<file path="config.mk">
export PLATFORM = sky130hd
export DESIGN_NAME = sample_output_stage
export DESIGN_NICKNAME = d
export VERILOG_FILES = /design/src/rtl/synth_pkg.sv /design/src/rtl/sample_fifo.sv /design/src/rtl/sample_output_stage.sv
export SDC_FILE = /design/constraint.sdc
export NUM_CORES = 2
export LEC_CHECK = 0
export CAP_MARGIN = 20
export CORE_ASPECT_RATIO = 1.4
export CORE_MARGIN = 2
export CORE_UTILIZATION = 60
export CTS_BUF_LIST = sky130_fd_sc_hd__clkbuf_8
export CTS_CLUSTER_SIZE = 16
export DETAILED_ROUTE_END_ITERATION = 8
export HOLD_SLACK_MARGIN = 0.15
export PLACE_DENSITY = 0.86
export SYNTH_ARGS = -nofsm -noshare
export SYNTH_HDL_FRONTEND = slang
export SYNTH_SLANG_ARGS = --single-unit
export TNS_END_PERCENT = 20
</file>
<file path="constraint.sdc">
create_clock -name clk -period 13.4 [get_ports clk]
set_input_delay 1.34 -clock clk [delete_from_list [all_inputs] [get_ports clk]]
set_output_delay 1.34 -clock clk [all_outputs]
set_load 0.01 [all_outputs]
</file>
<file path="src/rtl/synth_pkg.sv">
// synth_pkg: register map, control/status bit positions and frame mode codes for the output stage
//   ADDR_*   : Avalon-MM word addresses
//   CTRL_*   : bit indices inside CTRL
//   MODE_*   : underrun frame policy (zeros or hold last frame)
//   ST_*     : STATUS flag positions (level occupies [15:0])
//   CLR_*    : CLEAR write bits
package synth_pkg;
   localparam logic [1:0] ADDR_CTRL     = 2'd0;
   localparam logic [1:0] ADDR_STATUS   = 2'd1;
   localparam logic [1:0] ADDR_UNDERRUN = 2'd2;
   localparam logic [1:0] ADDR_CLEAR    = 2'd3;
   localparam int CTRL_EN   = 0;
   localparam int CTRL_MODE = 1;
   localparam logic MODE_ZERO = 1'b0;
   localparam logic MODE_HOLD = 1'b1;
   localparam int ST_EMPTY  = 16;
   localparam int ST_FULL   = 17;
   localparam int ST_OVF    = 18;
   localparam int ST_STDROP = 19;
   localparam int CLR_OVF    = 0;
   localparam int CLR_STDROP = 1;
endpackage

</file>
<file path="src/rtl/sample_fifo.sv">
// sample_fifo: synchronous sample FIFO with combinational read of the head entry
//   clk, reset      : clock, asynchronous active-high reset
//   wr_data, push   : write port; a push while full is ignored unless a pop happens in the same cycle
//   pop             : advance read pointer; ignored while empty
//   rd_data         : entry at the read pointer
//   level/full/empty: occupancy, level equals DEPTH when full
module sample_fifo #(
   parameter int DATA_W = 24,
   parameter int DEPTH  = 64
) (
   input  logic                     clk,
   input  logic                     reset,
   input  logic [DATA_W-1:0]        wr_data,
   input  logic                     push,
   input  logic                     pop,
   output logic [DATA_W-1:0]        rd_data,
   output logic [$clog2(DEPTH):0]   level,
   output logic                     full,
   output logic                     empty
);
   localparam int AW = $clog2(DEPTH);
   localparam int LW = AW + 1;
   logic [DATA_W-1:0] mem [DEPTH];
   logic [AW-1:0] wr_ptr, rd_ptr;
   logic wr, rd;
   assign full    = level == LW'(DEPTH);
   assign empty   = level == '0;
   assign wr      = push && (!full || pop);
   assign rd      = pop && !empty;
   assign rd_data = mem[rd_ptr];
   always_ff @(posedge clk)
      if (wr) mem[wr_ptr] <= wr_data;
   // pointers wrap naturally because DEPTH is a power of two
   always_ff @(posedge clk or posedge reset)
      if (reset) begin
         wr_ptr <= '0;
         rd_ptr <= '0;
         level  <= '0;
      end else begin
         wr_ptr <= wr_ptr + AW'(wr);
         rd_ptr <= rd_ptr + AW'(rd);
         level  <= level + LW'(wr) - LW'(rd);
      end
endmodule

</file>
<file path="src/rtl/sample_output_stage.sv">
// sample_output_stage: buffers interleaved mixer samples and emits one frame per sample tick to the DAC and an Avalon-ST sink
//   clk, reset          : clock, asynchronous active-high reset
//   i_sample(_valid)    : channel-interleaved sample input, ch0 first
//   o_gen_en            : throttle for the generator pipeline
//   o_dac_frame/_strobe : current frame (ch0 in LSBs) and its one-cycle update pulse
//   aso_*               : Avalon-ST source, one packet of CHANNELS beats per frame
//   avs_*               : Avalon-MM control/status slave, 1-cycle read latency
module sample_output_stage
   import synth_pkg::*;
#(
   parameter int DATA_W    = 24,
   parameter int CHANNELS  = 2,
   parameter int DEPTH     = 64,
   parameter int HEADROOM  = 8,
   parameter int CLK_HZ    = 100_000_000,
   parameter int SAMPLE_HZ = 96_000
) (
   input  logic                                        clk,
   input  logic                                        reset,
   input  logic [DATA_W-1:0]                           i_sample,
   input  logic                                        i_sample_valid,
   output logic                                        o_gen_en,
   output logic [CHANNELS*DATA_W-1:0]                  o_dac_frame,
   output logic                                        o_frame_strobe,
   output logic [31:0]                                 aso_data,
   output logic                                        aso_valid,
   input  logic                                        aso_ready,
   output logic [(CHANNELS > 1 ? $clog2(CHANNELS) : 1)-1:0] aso_channel,
   output logic                                        aso_startofpacket,
   output logic                                        aso_endofpacket,
   input  logic [1:0]                                  avs_address,
   input  logic                                        avs_write,
   input  logic                                        avs_read,
   input  logic [31:0]                                 avs_writedata,
   output logic [31:0]                                 avs_readdata
);
   localparam int DIV   = CLK_HZ / SAMPLE_HZ;
   localparam int CH_W  = CHANNELS > 1 ? $clog2(CHANNELS) : 1;
   localparam int LVL_W = $clog2(DEPTH) + 1;
   localparam int CNT_W = $clog2(DIV);
   localparam logic [CH_W-1:0] LAST_CH = CH_W'(CHANNELS - 1);
   localparam logic [1:0] S_IDLE = 2'd0;
   localparam logic [1:0] S_POP  = 2'd1;
   localparam logic [1:0] S_LOAD = 2'd2;
   localparam logic [1:0] CTRL_RST = {MODE_ZERO, 1'b1};

   // the drain sequence must finish well inside one tick period
   if (DIV < 2 * CHANNELS + 2) begin : g_bad_div
      $error("sample_output_stage: CLK_HZ/SAMPLE_HZ too small for CHANNELS");
   end

   logic [1:0] ctrl, state;
   logic en, mode, tick, skip, pop, last, go, underrun, hs, pending, full, empty;
   logic active, ovf, stdrop, clr_wr, rd_und, unused_wdata;
   logic [CNT_W-1:0] cnt;
   logic [CH_W-1:0] lane, beat;
   logic [LVL_W-1:0] level, free;
   logic [DATA_W-1:0] rd_data;
   logic [CHANNELS-1:0][DATA_W-1:0] cap, frame, next_frame, st_buf;
   logic [15:0] und;
   logic [31:0] status;

   sample_fifo #(.DATA_W(DATA_W), .DEPTH(DEPTH)) u_fifo (
      .clk(clk),
      .reset(reset),
      .wr_data(i_sample),
      .push(i_sample_valid),
      .pop(pop),
      .rd_data(rd_data),
      .level(level),
      .full(full),
      .empty(empty)
   );

   assign en       = ctrl[CTRL_EN];
   assign mode     = ctrl[CTRL_MODE];
   assign tick     = cnt == CNT_W'(DIV - 1);
   assign go       = en && level >= LVL_W'(CHANNELS);
   assign underrun = tick && state == S_IDLE && en && !go;
   // an underrun frame still walks through POP so frame timing is tick-locked either way
   assign pop      = state == S_POP && !skip;
   assign last     = state == S_POP && lane == LAST_CH;
   assign free     = LVL_W'(DEPTH) - level;
   assign hs       = active && aso_ready;
   assign pending  = active && !(hs && beat == LAST_CH);
   assign clr_wr   = avs_write && avs_address == ADDR_CLEAR;
   assign rd_und   = avs_read && avs_address == ADDR_UNDERRUN;
   assign unused_wdata = ^avs_writedata[31:2];

   // the last lane comes straight from the FIFO head so the frame lands on the cycle after the final pop
   always_comb begin
      next_frame = cap;
      next_frame[CHANNELS-1] = rd_data;
      if (skip) next_frame = mode == MODE_HOLD ? frame : '0;
   end

   always_ff @(posedge clk or posedge reset)
      if (reset) cnt <= '0;
      else cnt <= tick ? '0 : cnt + CNT_W'(1);

   always_ff @(posedge clk or posedge reset)
      if (reset) begin
         state <= S_IDLE;
         lane  <= '0;
         skip  <= 1'b0;
         cap   <= '0;
      end else begin
         state <= state == S_IDLE ? (tick ? S_POP : S_IDLE) : state == S_POP ? (last ? S_LOAD : S_POP) : S_IDLE;
         lane  <= state == S_POP ? lane + CH_W'(1) : '0;
         skip  <= state == S_IDLE && tick ? !go : skip;
         if (state == S_POP) cap[lane] <= rd_data;
      end

   always_ff @(posedge clk or posedge reset)
      if (reset) begin
         frame          <= '0;
         o_frame_strobe <= 1'b0;
      end else begin
         frame          <= last ? next_frame : frame;
         o_frame_strobe <= last;
      end

   assign o_dac_frame = frame;

   // a new frame always restarts the packet; unfinished beats of the old one are dropped
   always_ff @(posedge clk or posedge reset)
      if (reset) begin
         st_buf <= '0;
         beat   <= '0;
         active <= 1'b0;
      end else if (last) begin
         st_buf <= next_frame;
         beat   <= '0;
         active <= 1'b1;
      end else if (hs) begin
         beat   <= beat == LAST_CH ? '0 : beat + CH_W'(1);
         active <= beat != LAST_CH;
      end

   assign aso_valid         = active;
   assign aso_channel       = beat;
   assign aso_data          = active ? 32'($signed(st_buf[beat])) : '0;
   assign aso_startofpacket = active && beat == '0;
   assign aso_endofpacket   = active && beat == LAST_CH;

   always_comb begin
      status = '0;
      status[15:0] = 16'(level);
      status[ST_EMPTY]  = empty;
      status[ST_FULL]   = full;
      status[ST_OVF]    = ovf;
      status[ST_STDROP] = stdrop;
   end

   always_ff @(posedge clk or posedge reset)
      if (reset) begin
         ctrl         <= CTRL_RST;
         o_gen_en     <= 1'b0;
         ovf          <= 1'b0;
         stdrop       <= 1'b0;
         und          <= '0;
         avs_readdata <= '0;
      end else begin
         ctrl     <= avs_write && avs_address == ADDR_CTRL ? avs_writedata[1:0] : ctrl;
         o_gen_en <= en && free >= LVL_W'(HEADROOM);
         // a new event in the same cycle as a clear wins
         ovf      <= (i_sample_valid && full && !pop) || (ovf && !(clr_wr && avs_writedata[CLR_OVF]));
         stdrop   <= (last && pending) || (stdrop && !(clr_wr && avs_writedata[CLR_STDROP]));
         // read-clear and a coincident underrun leave the count at one
         und      <= rd_und ? 16'(underrun) : underrun && und != '1 ? und + 16'd1 : und;
         if (avs_read)
            avs_readdata <= avs_address == ADDR_CTRL ? {30'd0, ctrl} :
                            avs_address == ADDR_STATUS ? status :
                            avs_address == ADDR_UNDERRUN ? {16'd0, und} : '0;
      end
endmodule
</file>
# Word-level counts from Yosys, hierarchy flattened
# Memory sizes are Yosys's and may differ from the RTL's.
# Cells that the tools add are included.
dict set report op_classes {
  muxes 26
  add_sub_neg 9
  magnitude_cmp 5
  n_reduce_logical 43
  n_eq_ne 8
  bitwise 1
}
# operator count
set ops {}
lappend ops {{48-bit two-way mux} 2}
lappend ops {{24-bit two-way mux} 3}
lappend ops {{48-bit bitwise mux} 1}
lappend ops {{16-bit two-way mux} 3}
lappend ops {{20-bit two-way mux} 2}
lappend ops {{32-bit two-way mux} 1}
lappend ops {{1-bit logical AND} 26}
lappend ops {{24-bit demux with 1-bit select} 1}
lappend ops {{16-bit by 1-bit adder with 16-bit output, second input constant} 1}
lappend ops {{16-bit != test, second input constant} 1}
lappend ops {{6-bit by 1-bit adder with 6-bit output} 2}
lappend ops {{11-bit by 1-bit adder with 11-bit output, second input constant} 1}
lappend ops {{11-bit equality test, second input constant} 1}
lappend ops {{11-bit two-way mux} 1}
lappend ops {{1-bit two-way mux} 9}
lappend ops {{1-bit logical NOT} 8}
lappend ops {{7-bit by 1-bit adder with 7-bit output} 1}
lappend ops {{7-bit equality test, second input constant} 1}
lappend ops {{7-bit by 2-bit greater-or-equal comparator with 1-bit output, second input constant} 1}
lappend ops {{7-bit by 4-bit greater-or-equal comparator with 1-bit output, second input constant} 1}
lappend ops {{7-bit logical NOT} 1}
lappend ops {{7-bit by 1-bit subtractor with 7-bit output} 1}
lappend ops {{7-bit subtractor, first input constant} 1}
lappend ops {{2-bit two-way mux} 3}
lappend ops {{other kinds (11)} 19}
dict set report word_totals {
  n_memories 1
  register_bits 186
  output_inout_bits 118
  mem_bits_rw 1536
}
# name words width rd rd_ports_with_merged_regs write_ports line_no
set mem_list {}
lappend mem_list {u_fifo.mem 64 24 1 0 1 sample_fifo.sv:23} ;# logic [DATA_W-1:0] mem [DEPTH];

# Longest topological paths before layout
dict set report logic_depth {
  depth_word 7
  depth_mapped 17
  mapped_depth_nobuf 17
}

# Hierarchy
# Synthesis repeated with hierarchy kept, for this count alone.
dict set report hier_totals {
  hier_cells 3307
  area_unflattened_um2 65934.5
}
# mod instances cells_each area_each_um2 seq_area_each_um2
set modules_own_cells {}
lappend modules_own_cells {sample_fifo 1 2804 60137.7 46599.7}
lappend modules_own_cells {sample_output_stage 1 503 5796.8 3279.4}

# Worst setup path before layout
# Ideal clock, no wire load.
dict set report synth_timing {
  path_kind {input to register}
  from {input i_sample_valid}
  to {memory u_fifo.mem[62][0], enable pin}
  arrival_time_ns 3.167
  setup_slack_ns 9.828
  required_time_ns 12.995
  setup_ns 0.405
  stages 5
  path_cell_list {inv_1 > a31oi_1 > nor2b_1 > nand3_1 > nor2_1}
}
dict set report synth_via {
  elab_chain_cells 3
}
# item line_no
set synth_lines {}
lappend synth_lines {{start: declaration} sample_output_stage.sv:21} ;# input logic i_sample_valid,
lappend synth_lines {{1-bit logical AND} sample_fifo.sv:28} ;# assign wr = push && (!full || pop);
lappend synth_lines {{1-bit two-way mux} sample_fifo.sv:32} ;# if (wr) mem[wr_ptr] <= wr_data;
lappend synth_lines {{1-bit two-way mux (not written as such)} sample_fifo.sv:32}
lappend synth_lines {{end: declaration} sample_fifo.sv:23}
# Every way passes these cells.

# Final worst setup path
dict set report layout_timing {
  from {register u_fifo.rd_ptr[0]}
  to {register cap[11] in the netlist's numbering}
}
dict set report layout_via {
  elab_chain_cells 2
}
# item line_no
set layout_lines {}
lappend layout_lines {{start: declaration} sample_fifo.sv:24} ;# logic [AW-1:0] wr_ptr, rd_ptr;
lappend layout_lines {{start signal: assignment} sample_fifo.sv:41} ;# rd_ptr <= rd_ptr + AW'(rd);
lappend layout_lines {{memory read 64 x 24 bit} -}
lappend layout_lines {{48-bit bitwise mux} sample_output_stage.sv:111} ;# if (state == S_POP) cap[lane] <= rd_data;
lappend layout_lines {{end signal: indexed assignment} sample_output_stage.sv:111}
lappend layout_lines {{end: declaration} sample_output_stage.sv:59} ;# logic [CHANNELS-1:0][DATA_W-1:0] cap, frame, next_frame, st_buf;
# Every way passes these cells.
# A chain may end at the register's enable or synchronous reset.

==> results.txt <==
----------------------------------------------------
[STA]
  Final setup skew ... roughly 0.046 ns
  Setup repair after global routing missed its margin ... false
  Part of the cycle the worst path needs ... a little over a third
  Worst-Margin Slew ... around 1.4 ns
  Relative slew margins ... 9.244%
  Total of endpoints with negative setup slack in the final report ... 0
  Final Hold Fails ... 0
  Number of max-slew violations in the final report ... 0
  Final Critical Period ... 4.864 ns
  Setup TNS after final layout ... 0 ns
  Highest clock rate ... around 0.2 GHz

[Setup path]
  Largest stage delay on the critical path ... 0.99 ns
  Endpoint class of the critical path ... flip-flop
  Logic depth of the worst path, buffers included ... 8
  Family with the most delay on the worst path ... buffers and inverters
  Bufs and invs on worst path ... 2
  Crit-path slowest cell ... dfrtp_4
  Largest fanout of any net on the critical path ... around 100
  Cell breakdown of the critical path ... buf_4, buf_12, mux4_2, nand2_1, nand2_1, o22ai_1, a221oi_1, a221o_1
  Launching element of the worst setup path ... u_fifo.rd_ptr[0]$_DFF_PP0_
  Element type at the critical path start ... flip-flop
  Critical path required time ... between 10 and 15 ns
  Count of cells along the worst register-to-register path ... 8
  CP Class ... flip-flop to flip-flop
  FF-to-FF Start ... u_fifo.rd_ptr[0]$_DFF_PP0_
  Cell occurring most often along the worst timing path ... nand2_1
  Crit path DAT ... roughly 5.7 ns

[Clock tree]
  Number of clock sinks ... between 1500 and 2000
  H-tree Lvls ... 4
  Clock Tree Root ... clkbuf_8
  Clock input transition at the sequential cells of the worst setup and hold paths ... 0.07 ns
  Worst skew pair latency ... about 0.95 ns
  Clock tree from TritonCTS ... yes
  Maximum root-to-sink buffer count ... 3
  Number of buffers inserted by hold repair at cts ... 0
  Post-cts resize count ... 0
  Number of buffers added by the clock tree synthesis step ... roughly 220
  Setup Fix Bufs, Post-CTS ... 0

[Global route]
  Via count of the first global-routing pass ... 37060
  Number of antenna violations at the first check in global routing ... 6
  Maximum number of pins on one net before global-route repair ... between 100 and 150
  Overall overflow remaining after global route ... 0
  First-pass GRT wire length ... about 240000 um
  Gr usage total ... 30.08%

[Finish]
  Layout-stage area growth over the synthesis result ... 11.54%
  Leading cell type in the layout, fill and taps excluded ... edfxtp_1
  Share of the core filled with cells in the final layout ... 67.49%
  Post-layout nets ... between 3000 and 4000
  Fraction of layout cells with a size suffix above 1 ... between 20% and 30%
  Leading cell types in the layout, fill and taps excluded ... 1536 x edfxtp_1, 380 x mux4_2, 274 x nand2_1

[Floorplanning]
  Die outline area ... 113700 um^2
  I/O pin total ... about 180
  Core box area ... 110100 um^2
  Horizontal extent of the die ... around 290 um
  Std-Cell Rows ... around 140
  Initial cell density of the core ... approximately three fifths
  Die Span Y ... approximately 400 um

[Job]
  Max-capacitance violation count ... 0

[Pwr]
  Peak supply drop ... 97.21 uV
  Total power per unit cell area ... ~140 nW/um^2
  Static leakage ... approximately 0.025 uW

[Synthesis]
  Gate Count Post-Synth ... between 3000 and 4000
  Syn. warnings ... 0
  Netlist Area Pre-Place ... roughly 67000 um^2
  Number of flops mapped to enable cells by yosys ... roughly 1500
  Total of flip-flops plus latches after synthesis ... between 1500 and 2000
  Synthesized area per cell ... a little under 20 um^2
  Synth async-reset ratio ... under 10%
  Synth Flop Type ... edfxtp_1
  Sequential share of the synthesized area ... between 70% and 80%
  Count of cell types in the netlist ... 62

[Placed design]
  Gp weighted congestion ... roughly 0.88
  Placed wire-length estimate after detailed placement ... about 94000 um
  Port bufs ... roughly 140

[Detailed routing]
  First-pass detailed-route iteration total ... 9
  Wire length reported by the detailed router ... 170500 um
  Wire length on met2 ... 84210 um
  Via count normalized by instance count ... between 6 and 7
  Routed wire per std cell ... about 32 um
  Vias after detailed routing ... 36230
  Remaining number of nets flagged by the antenna check after routing ... 0
  First DRT Iteration DRCs ... just under 5000
  WL met1 ... 53630 um
  DRC violations left ... 0
  Top Layer Used ... met5
  Met3 Routed Length ... approximately 20000 um

[Hold path]
  Start point of the worst min-delay path ... cnt[0]$_DFF_PP0_
  Hold Path Depth ... 1
  Min-delay worst type ... flip-flop to flip-flop

[Status]
  Result of the run ... finished clean

----------------------------------------------------
[cells in the mapped netlist (26+ instances only)]
library cell  instances  area, um^2
a221o_1              47       470.5
buf_1                34       127.6
buf_2                33       165.2
buf_4                38       285.3
clkbuf_1             96       360.4
dfrtp_1             149        3729
edfxtp_1           1536       46120
inv_1                34       127.6
mux2i_1             126        1261
mux4_2              380        8558
nand2_1             276        1036
nand2b_1             26       162.7
nor2_1              182       683.2
nor2b_1              34       212.7
nor3_1               31       155.2
o22ai_1              29       181.4
[registers in the layout, summed over array words and instances, names as in the netlist, 2 cells and up]
register       cells
cnt               11
avs_readdata      20
ctrl               2
und               16
u_fifo.wr_ptr      6
u_fifo.rd_ptr      6
cap               24
u_fifo.mem      1536
u_fifo.level       7
st_buf            48
state              2
[layout make-up]
type	count	area, um^2
Sequential cell	1686	49890
Fill cell	6291	35790
Clock buffer	226	3110
Clock inverter	186	1033
Timing Repair Buffer	276	2499
Tap cell	1460	1827
Multi-Input combinational cell	1471	15780
Antenna cell	2	5.005
Inverter	37	151.4
[kinds of logic after synthesis]
group / Yosys count / synth area share, %
flip-flops: 1686 / 74.88
AO/OA/AOI/OAI: 251 / 3.135
other: 1 / 0.005630
AND/OR/NAND/NOR: 619 / 4.093
adder cells (fa/ha/maj): 21 / 0.4057
XOR/XNOR: 37 / 0.4865
multiplexers: 531 / 15.16
buffers and inverters: 251 / 1.828
[layer usage]
layer	global-route usage, %	vias up
met1	35.49	18270
li1	-	14350
met4	19.17	2
met2	49.54	2982
met5	0	-
met3	7.778	630
[stage by stage]
stage | total power [uW] | area [um^2] | setup WS, ns | hold slack [ns] | std cells
final | 10260 | 74300 | 8.536 | 0.4946 | 5344
after global routing | 10520 | 74300 | 8.185 | 0.5141 | 5344
after CTS | 10270 | 74060 | 8.516 | 0.4962 | 5329
after detailed placement | 6736 | 69920 | 8.574 | 0.4821 | 4917
after global placement | 6693 | 69920 | 8.646 | 0.4640 | 4917
after floorplan | 6431 | 66650 | 8.025 | 0.4476 | 3408
[power breakdown]
group | switching, uW | internal, uW
clock network | 1890 | 1720
logic | 445 | 186
registers | 86.5 | 5940
total | 2420 | 7840
[worst paths after layout]
kind / endpoint / slack, ns
max in group asynchronous: u_fifo.rd_ptr[1]$_DFF_PP0_ / 11.35
hold reg to reg: cnt[0]$_DFF_PP0_ / 0.49
hold / removal: cnt[0]$_DFF_PP0_ / 0.49
setup / recovery: cap[11]$_DFFE_PP0P_ / 8.54
setup reg to reg: cap[11]$_DFFE_PP0P_ / 8.54
min in group asynchronous: avs_readdata[4]$_DFFE_PP0P_ / 0.88
[worst reg2reg max path: cells and delay by family (launching register included)]
kind | cells | cell delay, ns
AOI/OAI and AO/OA | 3 | 1.25
and+or+nand+nor | 2 | 0.27
muxes | 1 | 0.68
DFF | 1 | 0.99
buffers and inverters | 2 | 1.58
(Power assumes the default switching activity.)
